File: config.mk
export PLATFORM = sky130hd
export DESIGN_NAME = xnor_conv_pe_array_param
export DESIGN_NICKNAME = d
export VERILOG_FILES = /design/src/rtl/xnor_conv_pe_array_param.sv
export SDC_FILE = /design/constraint.sdc
export NUM_CORES = 1
export LEC_CHECK = 0
export CAP_MARGIN = 20
export CELL_PAD_IN_SITES_DETAIL_PLACEMENT = 0
export CELL_PAD_IN_SITES_GLOBAL_PLACEMENT = 1
export CORE_AREA = 2 2 76 78
export DETAILED_ROUTE_END_ITERATION = 12
export DIE_AREA = 0 0 78 80
export PLACE_DENSITY_LB_ADDON = 0.05
export RECOVER_POWER = 25
export SETUP_SLACK_MARGIN = 0.05
export SLEW_MARGIN = 20
export SYNTH_ARGS = -nofsm -noshare
export SYNTH_HDL_FRONTEND = slang
export SYNTH_SLANG_ARGS = --single-unit
File: constraint.sdc
create_clock -name clk -period 10.1 [get_ports clk]
set_input_delay 2.02 -clock clk [delete_from_list [all_inputs] [get_ports clk]]
set_output_delay 2.02 -clock clk [all_outputs]
set_load 0.005 [all_outputs]
File: src/rtl/xnor_conv_pe_array_param.sv
// KxK binary-convolution PE array: XNOR against stored kernel, popcount, saturating slice accumulation.
// Optional threshold binarisation of the result is enabled by defining XNOR_ARRAY_THRESH_EN.
module xnor_conv_pe_array_param #(
    parameter int K          = 3,
    parameter int CH         = 1,
    parameter int PSUM_WIDTH = 4,
    parameter int ACC_WIDTH  = 8
) (
    input  logic                   clk,
    input  logic                   rst,
    input  logic                   en,
    input  logic                   start,
    input  logic                   w_valid,
    input  logic                   w_bit,
    output logic                   weights_loaded,
    input  logic                   act_valid,
    output logic                   act_ready,
    input  logic [K*K*CH-1:0]      act_data,
    input  logic                   act_last,
    input  logic [ACC_WIDTH-1:0]   thr,
    output logic                   out_valid,
    input  logic                   out_ready,
    output logic [ACC_WIDTH-1:0]   out_psum,
    output logic                   out_bit
);
    localparam int N  = K * K * CH;
    localparam int CW = $clog2(N + 1);

    typedef enum logic [1:0] {IDLE, LOAD, RUN} state_t;

    state_t               state, state_nxt;
    logic [N-1:0]         weights;
    logic [N-1:0]         s1_bits;
    logic                 s1_valid;
    logic                 s1_last;
    logic [CW-1:0]        w_cnt;
    logic [ACC_WIDTH-1:0] acc;
    logic                 stall;
    logic                 accept;
    logic                 fire;
    logic                 load_done;
    logic [PSUM_WIDTH-1:0] pop;
    logic [ACC_WIDTH:0]   sum_wide;
    logic [ACC_WIDTH-1:0] sum;

    function automatic logic [PSUM_WIDTH-1:0] popcount(input logic [N-1:0] v);
        logic [PSUM_WIDTH-1:0] c;
        c = '0;
        for (int i = 0; i < N; i++) begin
            c = c + PSUM_WIDTH'(v[i]);
        end
        return c;
    endfunction

    assign load_done      = (w_cnt == CW'(N));
    assign weights_loaded = (state == RUN);
    assign stall          = out_valid && !out_ready;
    assign act_ready      = (state == RUN) && en && !stall;
    assign accept         = act_valid && act_ready;
    assign fire           = en && s1_valid && !stall && (state == RUN);

    assign pop      = popcount(s1_bits);
    assign sum_wide = {1'b0, acc} + (ACC_WIDTH + 1)'(pop);
    assign sum      = sum_wide[ACC_WIDTH] ? {ACC_WIDTH{1'b1}} : sum_wide[ACC_WIDTH-1:0];

    always_ff @(posedge clk or posedge rst) begin
        if (rst) begin
            state <= IDLE;
        end else begin
            state <= state_nxt;
        end
    end

    always_comb begin
        state_nxt = state;
        if (en) begin
            if (start) begin
                state_nxt = LOAD;
            end else if (state == LOAD && load_done) begin
                state_nxt = RUN;
            end
        end
    end

    // The transition cycle (count already N) deliberately refuses further weight bits.
    always_ff @(posedge clk or posedge rst) begin
        if (rst) begin
            weights <= '0;
            w_cnt   <= '0;
        end else if (en) begin
            if (start) begin
                w_cnt <= '0;
            end else if (state == LOAD && w_valid && !load_done) begin
                weights <= (weights << 1) | N'(w_bit);
                w_cnt   <= w_cnt + CW'(1);
            end
        end
    end

`ifdef XNOR_ARRAY_THRESH_EN
    logic [ACC_WIDTH-1:0] thr_q;

    always_ff @(posedge clk or posedge rst) begin
        if (rst) begin
            thr_q <= '0;
        end else if (en && start) begin
            thr_q <= thr;
        end
    end
`else
    logic unused_thr;
    assign unused_thr = ^thr;
    assign out_bit    = 1'b0;
`endif

    always_ff @(posedge clk or posedge rst) begin
        if (rst) begin
            s1_valid  <= 1'b0;
            s1_bits   <= '0;
            s1_last   <= 1'b0;
            acc       <= '0;
            out_valid <= 1'b0;
            out_psum  <= '0;
`ifdef XNOR_ARRAY_THRESH_EN
            out_bit   <= 1'b0;
`endif
        end else if (en) begin
            if (start) begin
                s1_valid  <= 1'b0;
                acc       <= '0;
                out_valid <= 1'b0;
            end else begin
                if (accept) begin
                    s1_valid <= 1'b1;
                    s1_bits  <= ~(act_data ^ weights);
                    s1_last  <= act_last;
                end else if (fire) begin
                    s1_valid <= 1'b0;
                end

                if (out_ready) begin
                    out_valid <= 1'b0;
                end

                // A new result loading in the same cycle overrides the clear above.
                if (fire) begin
                    if (s1_last) begin
                        out_psum  <= sum;
                        out_valid <= 1'b1;
                        acc       <= '0;
`ifdef XNOR_ARRAY_THRESH_EN
                        out_bit   <= (sum >= thr_q);
`endif
                    end else begin
                        acc <= sum;
                    end
                end
            end
        end
    end

endmodule

==> results of run 1 <==
[critical path: stages]
cell and delay, ps:
clkdlybuf4s50_1 720, and3b_1 280, and2_1 220, clkdlybuf4s50_1 530
[cell type report]
| type | count | area (µm²) | area share |
|---|---|---|---|
| Tap cell | 72 | 90.1 | 0.0328 |
| Sequential cell | 43 | 1080 | 0.392 |
| Multi-Input combinational cell | 142 | 1150 | 0.418 |
| Clock inverter | 2 | 12.5 | 0.00455 |
| Inverter | 17 | 63.8 | 0.0232 |
| Timing Repair Buffer | 29 | 284 | 0.103 |
| Clock buffer | 6 | 72.6 | 0.0264 |
[flip-flops by register name, summed over array words and instances, names as in the netlist]
name       cells
s1_bits        9
weights        9
w_cnt          4
state          2
s1_last        1
acc            8
out_psum       8
s1_valid       1
out_valid      1
[worst min path at each step]
| stage | start | cells after the start | end |
|---|---|---|---|
| global placement | acc[1]$_DFFE_PP0P_ | 2 | acc[1]$_DFFE_PP0P_ |
| detailed placement | acc[2]$_DFFE_PP0P_ | 1 | acc[2]$_DFFE_PP0P_ |
| floorplan | acc[1]$_DFFE_PP0P_ | 2 | acc[1]$_DFFE_PP0P_ |
| finish | acc[2]$_DFFE_PP0P_ | 1 | acc[2]$_DFFE_PP0P_ |
| global route | acc[3]$_DFFE_PP0P_ | 2 | acc[3]$_DFFE_PP0P_ |
| CTS | acc[3]$_DFFE_PP0P_ | 2 | acc[3]$_DFFE_PP0P_ |
[kinds of logic (layout without fill, tap and decap cells)]
family          Yosys count  after routing  share of synthesized area
compound gates           45             45                      0.129
xor+xnor                 10             10                     0.0373
fa+ha+maj                14             14                     0.0938
buf+inv                  24             54                     0.0527
flops                    43             43                      0.458
mux                      24             24                      0.119
other cells               1              1                    0.00160
simple gates             48             48                      0.108
[power breakdown]
group          switching [mW]  internal (mW)  total [mW]
combinational          0.0170         0.0313      0.0484
sequential             0.0139          0.186       0.200
clock                  0.0588         0.0484       0.107
total                  0.0898          0.266       0.356
[Yosys cell counts, drive strengths merged, types with 2 or more instances]
master | n | area, µm²
dfrtp | 43 | 1080
inv | 17 | 63.8
mux2 | 17 | 210
nand2 | 15 | 56.3
nor2 | 10 | 37.5
o21ai | 10 | 50.1
a21o | 8 | 60.1
a21oi | 8 | 40.0
ha | 8 | 100
mux2i | 7 | 70.1
xnor2 | 7 | 61.3
buf | 6 | 56.3
fa | 6 | 120
o211ai | 5 | 42.5
nand2b | 4 | 25.0
nor2b | 4 | 25.0
a211o | 3 | 26.3
a31oi | 3 | 18.8
and3 | 3 | 20.0
xor2 | 3 | 26.3
a211oi | 2 | 15.0
and2 | 2 | 12.5
and3b | 2 | 17.5
o21bai | 2 | 15.0
o2bb2ai | 2 | 17.5
[per-layer routing]
layer / global-route usage / wire length [µm] / vias up
met5: 0 / 0 / -
met4: 0.0474 / 25 / 0
met3: 0.0430 / 241 / 2
met2: 0.277 / 2140 / 47
met1: 0.212 / 2140 / 804
li1: - / - / 775
[cell usage in the layout (no fill, tap or decap), types with 3 or more instances in the layout]
cell type,instances
a211o_1,3
a21o_1,8
a21oi_1,8
a31oi_1,3
clkbuf_8,5
clkdlybuf4s50_1,27
dfrtp_1,43
fa_1,6
ha_1,8
inv_1,17
mux2_2,12
mux2_4,5
mux2i_1,7
nand2_1,15
nand2b_1,4
nor2_1,10
nor2b_1,4
o211ai_1,4
o21ai_0,10
xnor2_1,7
xor2_1,3
==> results.sh, run 1 <==
export IMPL_cts_sink_count=43
export IMPL_gr_usage_all_layers=0.165
export IMPL_min_period_ps=5790
export IMPL_synthFlopType="dfrtp_1"
export IMPL_syn_inst=209
export IMPL_r2r_end="out_psum[2]$_DFFE_PP0P_"
export IMPL_drive_gt1_frac=0.113
export IMPL_finalHoldViolations=0
export IMPL_yosysSeqAreaShare=0.458
export IMPL_cp_max_fo=13
export IMPL_ys_ff_latch=43
export IMPL_power_density_nw_per_um2=130
export IMPL_violations="capacitance limit, slew limit"
export IMPL_end_kind="output port"
export IMPL_grt_pass1_vias=1744
export IMPL_place_hpwl_mm=3.25
export IMPL_p_leak_nw=1.30
export IMPL_fin_setup_tns_ps=0
export IMPL_rsz0062_at_grt="no"
export IMPL_cts_htree_levels=2
export IMPL_grt_pass1_wl_mm=8.09
export IMPL_synth_edf_count=0
export IMPL_tightest_slew_ps=2330
export IMPL_ios=38
export IMPL_syn_nets=249
export IMPL_globalplace_congestion=0.781
export IMPL_routedWlPerCell_um=14.6
export IMPL_dp_cells=303
export IMPL_via_count=1628
export IMPL_holdWs_ps=507
export IMPL_synth_async_reset_ratio=1.00
export IMPL_fin_util=0.508
export IMPL_ff2ff_setup_slack_ps=6290
export IMPL_final_area_um2=2750
export IMPL_cts_clk_slew_worst_paths_ps=80
export IMPL_die_h_um=80
export IMPL_core_um2=5410
export IMPL_cts_tree="done"
export IMPL_final_cells=311
export IMPL_relSlewSlack=-0.555
export IMPL_critical_path_class="in2out"
export IMPL_fmax_mhz=173
export IMPL_peakVddDrop_mv=0.0573
export IMPL_cp_data_arrival_time_ps=3770
export IMPL_hold_class="reg2reg"
export IMPL_grt_max_degree=44
export IMPL_cp_required_ps=8080
export IMPL_yosysWarnings=0
export IMPL_critPathLaunchType="input pin"
export IMPL_fillers=508
export IMPL_startpoint="en"
export IMPL_dp_slack_ps=4340
export IMPL_cts_resized=0
export IMPL_netlist_area_um2=2350
export IMPL_clk_latency_ps=290
export IMPL_cts_buffers_inserted=5
export IMPL_clockRootBuffer="clkbuf_8"
export IMPL_grt_overflow=0
export IMPL_syn2layout_area_growth_pct=17.0
export IMPL_wirelength_mm=4.55
export IMPL_outcome="complete, but fails checks"
export IMPL_die_x_um=78
export IMPL_nets=278
export IMPL_port_buffers=28
export IMPL_skew_ps=3.53
export IMPL_period_share=0.573
export IMPL_placed_area_um2=2670
export IMPL_syn_area_per_cell_um2=11.2
export IMPL_rows=27
export IMPL_drc_errors=0
export IMPL_fin_ws_ps=4310
export IMPL_setup_viol=0
export IMPL_dieArea_um2=6240
export IMPL_cts_setup_buffers=0
export IMPL_num_antenna_cells=0
export IMPL_ant_nets=0
export IMPL_dr_pass1_iters=4
export IMPL_ys_types=43
export IMPL_crit_end="act_ready"
export IMPL_via_per_inst=5.23
export IMPL_drt_initial_drc_count=57
export IMPL_clock_path_buffers=2
export IMPL_hold_buffers=0
export IMPL_r2r_start="s1_bits[0]$_DFFE_PP0P_"
export IMPL_finalPower_mw=0.356
export IMPL_reg2regPathDepth=11
export IMPL_drv_slew=44
export IMPL_antenna_found_initial=0
export IMPL_initial_utilization=0.434
export IMPL_cap_viol_max_count=1
(Power assumes the default switching activity.)
==> inputs of run 2 (changes only) <==
--- a/config.mk
+++ b/config.mk
@@ -8,9 +8,9 @@
 export CAP_MARGIN = 20
 export CELL_PAD_IN_SITES_DETAIL_PLACEMENT = 0
 export CELL_PAD_IN_SITES_GLOBAL_PLACEMENT = 1
-export CORE_AREA = 2 2 76 78
+export CORE_AREA = 2 2 82 84
 export DETAILED_ROUTE_END_ITERATION = 12
-export DIE_AREA = 0 0 78 80
+export DIE_AREA = 0 0 84 86
 export PLACE_DENSITY_LB_ADDON = 0.05
 export RECOVER_POWER = 25
 export SETUP_SLACK_MARGIN = 0.05
==> constraint.sdc (replaced) <==
create_clock -name clk -period 5.3 [get_ports clk]
set_input_delay 1.06 -clock clk [delete_from_list [all_inputs] [get_ports clk]]
set_output_delay 1.06 -clock clk [all_outputs]
set_load 0.005 [all_outputs]
==> run 2 against run 1 <==
The run still ends with capacitance limit, slew limit left; via count down 1.6%; combinational power up 89%; clock skew up 5.3 ps; total power up 110%; first-iteration DRC count up 53%; critical path depth unchanged.
==> results.sh, run 2 (same netlist as run 1, synthesis figures left out) <==
export IMPL_outcome="complete, but fails checks"
export IMPL_violations="capacitance limit, slew limit"
export IMPL_largestRegisters="s1_bits (9), weights (9)"
export IMPL_grt_max_degree=44
export IMPL_gr_usage_all_layers=0.140
export IMPL_min_delay_start="acc[1]$_DFFE_PP0P_"
export IMPL_ff2ff_setup_slack_ps=1520
export IMPL_grt_pass1_vias=1714
export IMPL_hold_class="reg2reg"
export IMPL_tightest_slew_ps=2370
export IMPL_drive_gt1_frac=0.117
export IMPL_finalHoldViolations=0
export IMPL_drc_errors=0
export IMPL_min_period_ps=3870
export IMPL_place_hpwl_mm=3.25
export IMPL_syn2layout_area_growth_pct=18.4
export IMPL_rows=29
export IMPL_reg2regPathDepth=11
export IMPL_peakVddDrop_mv=0.113
export IMPL_fin_setup_tns_ps=0
export IMPL_nets=278
export IMPL_seq_power_share=0.521
export IMPL_drv_slew=44
export IMPL_r2r_end="out_psum[2]$_DFFE_PP0P_"
export IMPL_port_buffers=28
export IMPL_die_h_um=86
export IMPL_routedWlPerCell_um=14.2
export IMPL_power_frac_clock=0.355
export IMPL_r2r_start="s1_bits[0]$_DFFE_PP0P_"
export IMPL_cts_tree="done"
export IMPL_mostFrequentLayoutCell="dfrtp_1"
export IMPL_most_common_layout_cells="dfrtp_1 (43), clkdlybuf4s50_1 (27), inv_1 (17), nand2_1 (15), mux2_2 (12)"
export IMPL_placed_area_um2=2670
export IMPL_clock_path_buffers=2
export IMPL_use_met2=0.232
export IMPL_p_leak_nw=1.32
export IMPL_cts_buffers_inserted=5
export IMPL_hold_buffers=0
export IMPL_ios=38
export IMPL_drt_initial_drc_count=87
export IMPL_power_density_nw_per_um2=264
export IMPL_use_met3=0.0385
export IMPL_power_internal_mw=0.555
export IMPL_end_kind="output port"
export IMPL_cts_sink_count=43
export IMPL_cap_viol_max_count=1
export IMPL_comb_power_share=0.124
export IMPL_dr_pass1_iters=4
export IMPL_ant_nets=0
export IMPL_setup_viol=0
export IMPL_p_sw_mw=0.178
export IMPL_clockRootBuffer="clkbuf_8"
export IMPL_fillers=614
export IMPL_cts_htree_levels=2
export IMPL_rsz0062_at_grt="no"
export IMPL_fmax_mhz=258
export IMPL_cp_data_arrival_time_ps=2810
export IMPL_switching_share=0.243
export IMPL_cts_setup_buffers=0
export IMPL_antenna_found_initial=0
export IMPL_dieArea_um2=7220
export IMPL_clk_latency_ps=300
export IMPL_globalplace_congestion=0.857
export IMPL_core_um2=6280
export IMPL_holdWs_ps=508
export IMPL_hold_depth=2
export IMPL_cts_resized=0
export IMPL_cp_required_ps=4240
export IMPL_grtUsageMet1=0.181
export IMPL_grt_overflow=0
export IMPL_die_x_um=84
export IMPL_critPathLaunchType="input pin"
export IMPL_initial_utilization=0.374
export IMPL_num_antenna_cells=0
export IMPL_period_share=0.731
export IMPL_grt_busiest_layer="met2"
export IMPL_via_count=1602
export IMPL_wirelength_mm=4.48
export IMPL_cts_clk_slew_worst_paths_ps=80
export IMPL_grt_pass1_wl_mm=8.08
export IMPL_relSlewSlack=-0.583
export IMPL_final_area_um2=2780
export IMPL_via_per_inst=5.07
export IMPL_critical_path_class="in2out"
export IMPL_cp_max_fo=13
export IMPL_hold_end="acc[1]$_DFFE_PP0P_"
export IMPL_skew_ps=8.87
==> run 2: worst max-delay path, stage by stage <==
cell,delay (ps)
clkdlybuf4s50_1,730
and3b_1,280
and2_1,210
clkdlybuf4s50_1,530
==> run 2: layer usage <==
| layer | routed length [µm] | vias up |
|---|---|---|
| met1 | 2150 | 787 |
| li1 | - | 778 |
| met4 | 60 | 0 |
| met3 | 195 | 7 |
| met5 | 0 | - |
| met2 | 2070 | 30 |
==> run 2: stage by stage <==
step / utilization / std cells / worst slack (ps) / total power [mW]
after floorplan: - / 209 / 1770 / 0.451
after global placement: 0.426 / 308 / 1470 / 0.478
after detailed placement: 0.426 / 308 / 1420 / 0.483
after CTS: 0.444 / 316 / 1410 / 0.748
after global routing: 0.443 / 316 / 1280 / 0.778
final: 0.443 / 316 / 1430 / 0.733
==> run 2: power by group through the flow <==
stage          sequential [mW]  clock, mW  combinational (mW)
5_1_grt                  0.387      0.287               0.103
6_report                 0.382      0.260              0.0913
2_1_floorplan            0.382          0              0.0699
3_3_place_gp             0.385          0              0.0926
4_1_cts                  0.382      0.270              0.0952
3_5_place_dp             0.388          0              0.0949
==> run 2: area by class of cell <==
type	count	area, µm²	area share
multi-input cells	142	1150	0.413
well taps	77	96.3	0.0346
repair buffers	29	284	0.102
clock buffers	5	68.8	0.0247
flip-flops and latches	43	1080	0.387
clock inverters	3	43.8	0.0157
inverters	17	63.8	0.0229
==> run 2: worst max path at each step <==
stage                                start                 endpoint  slack, ps  cells after the start
floorplan           s1_bits[0]$_DFFE_PP0P_  out_psum[2]$_DFFE_PP0P_       1770                     11
global placement                        en                act_ready       1470                      4
detailed placement                      en                act_ready       1420                      4
CTS                                     en                act_ready       1410                      4
global route        s1_bits[0]$_DFFE_PP0P_  out_psum[2]$_DFFE_PP0P_       1280                     11
finish                                  en                act_ready       1430                      4
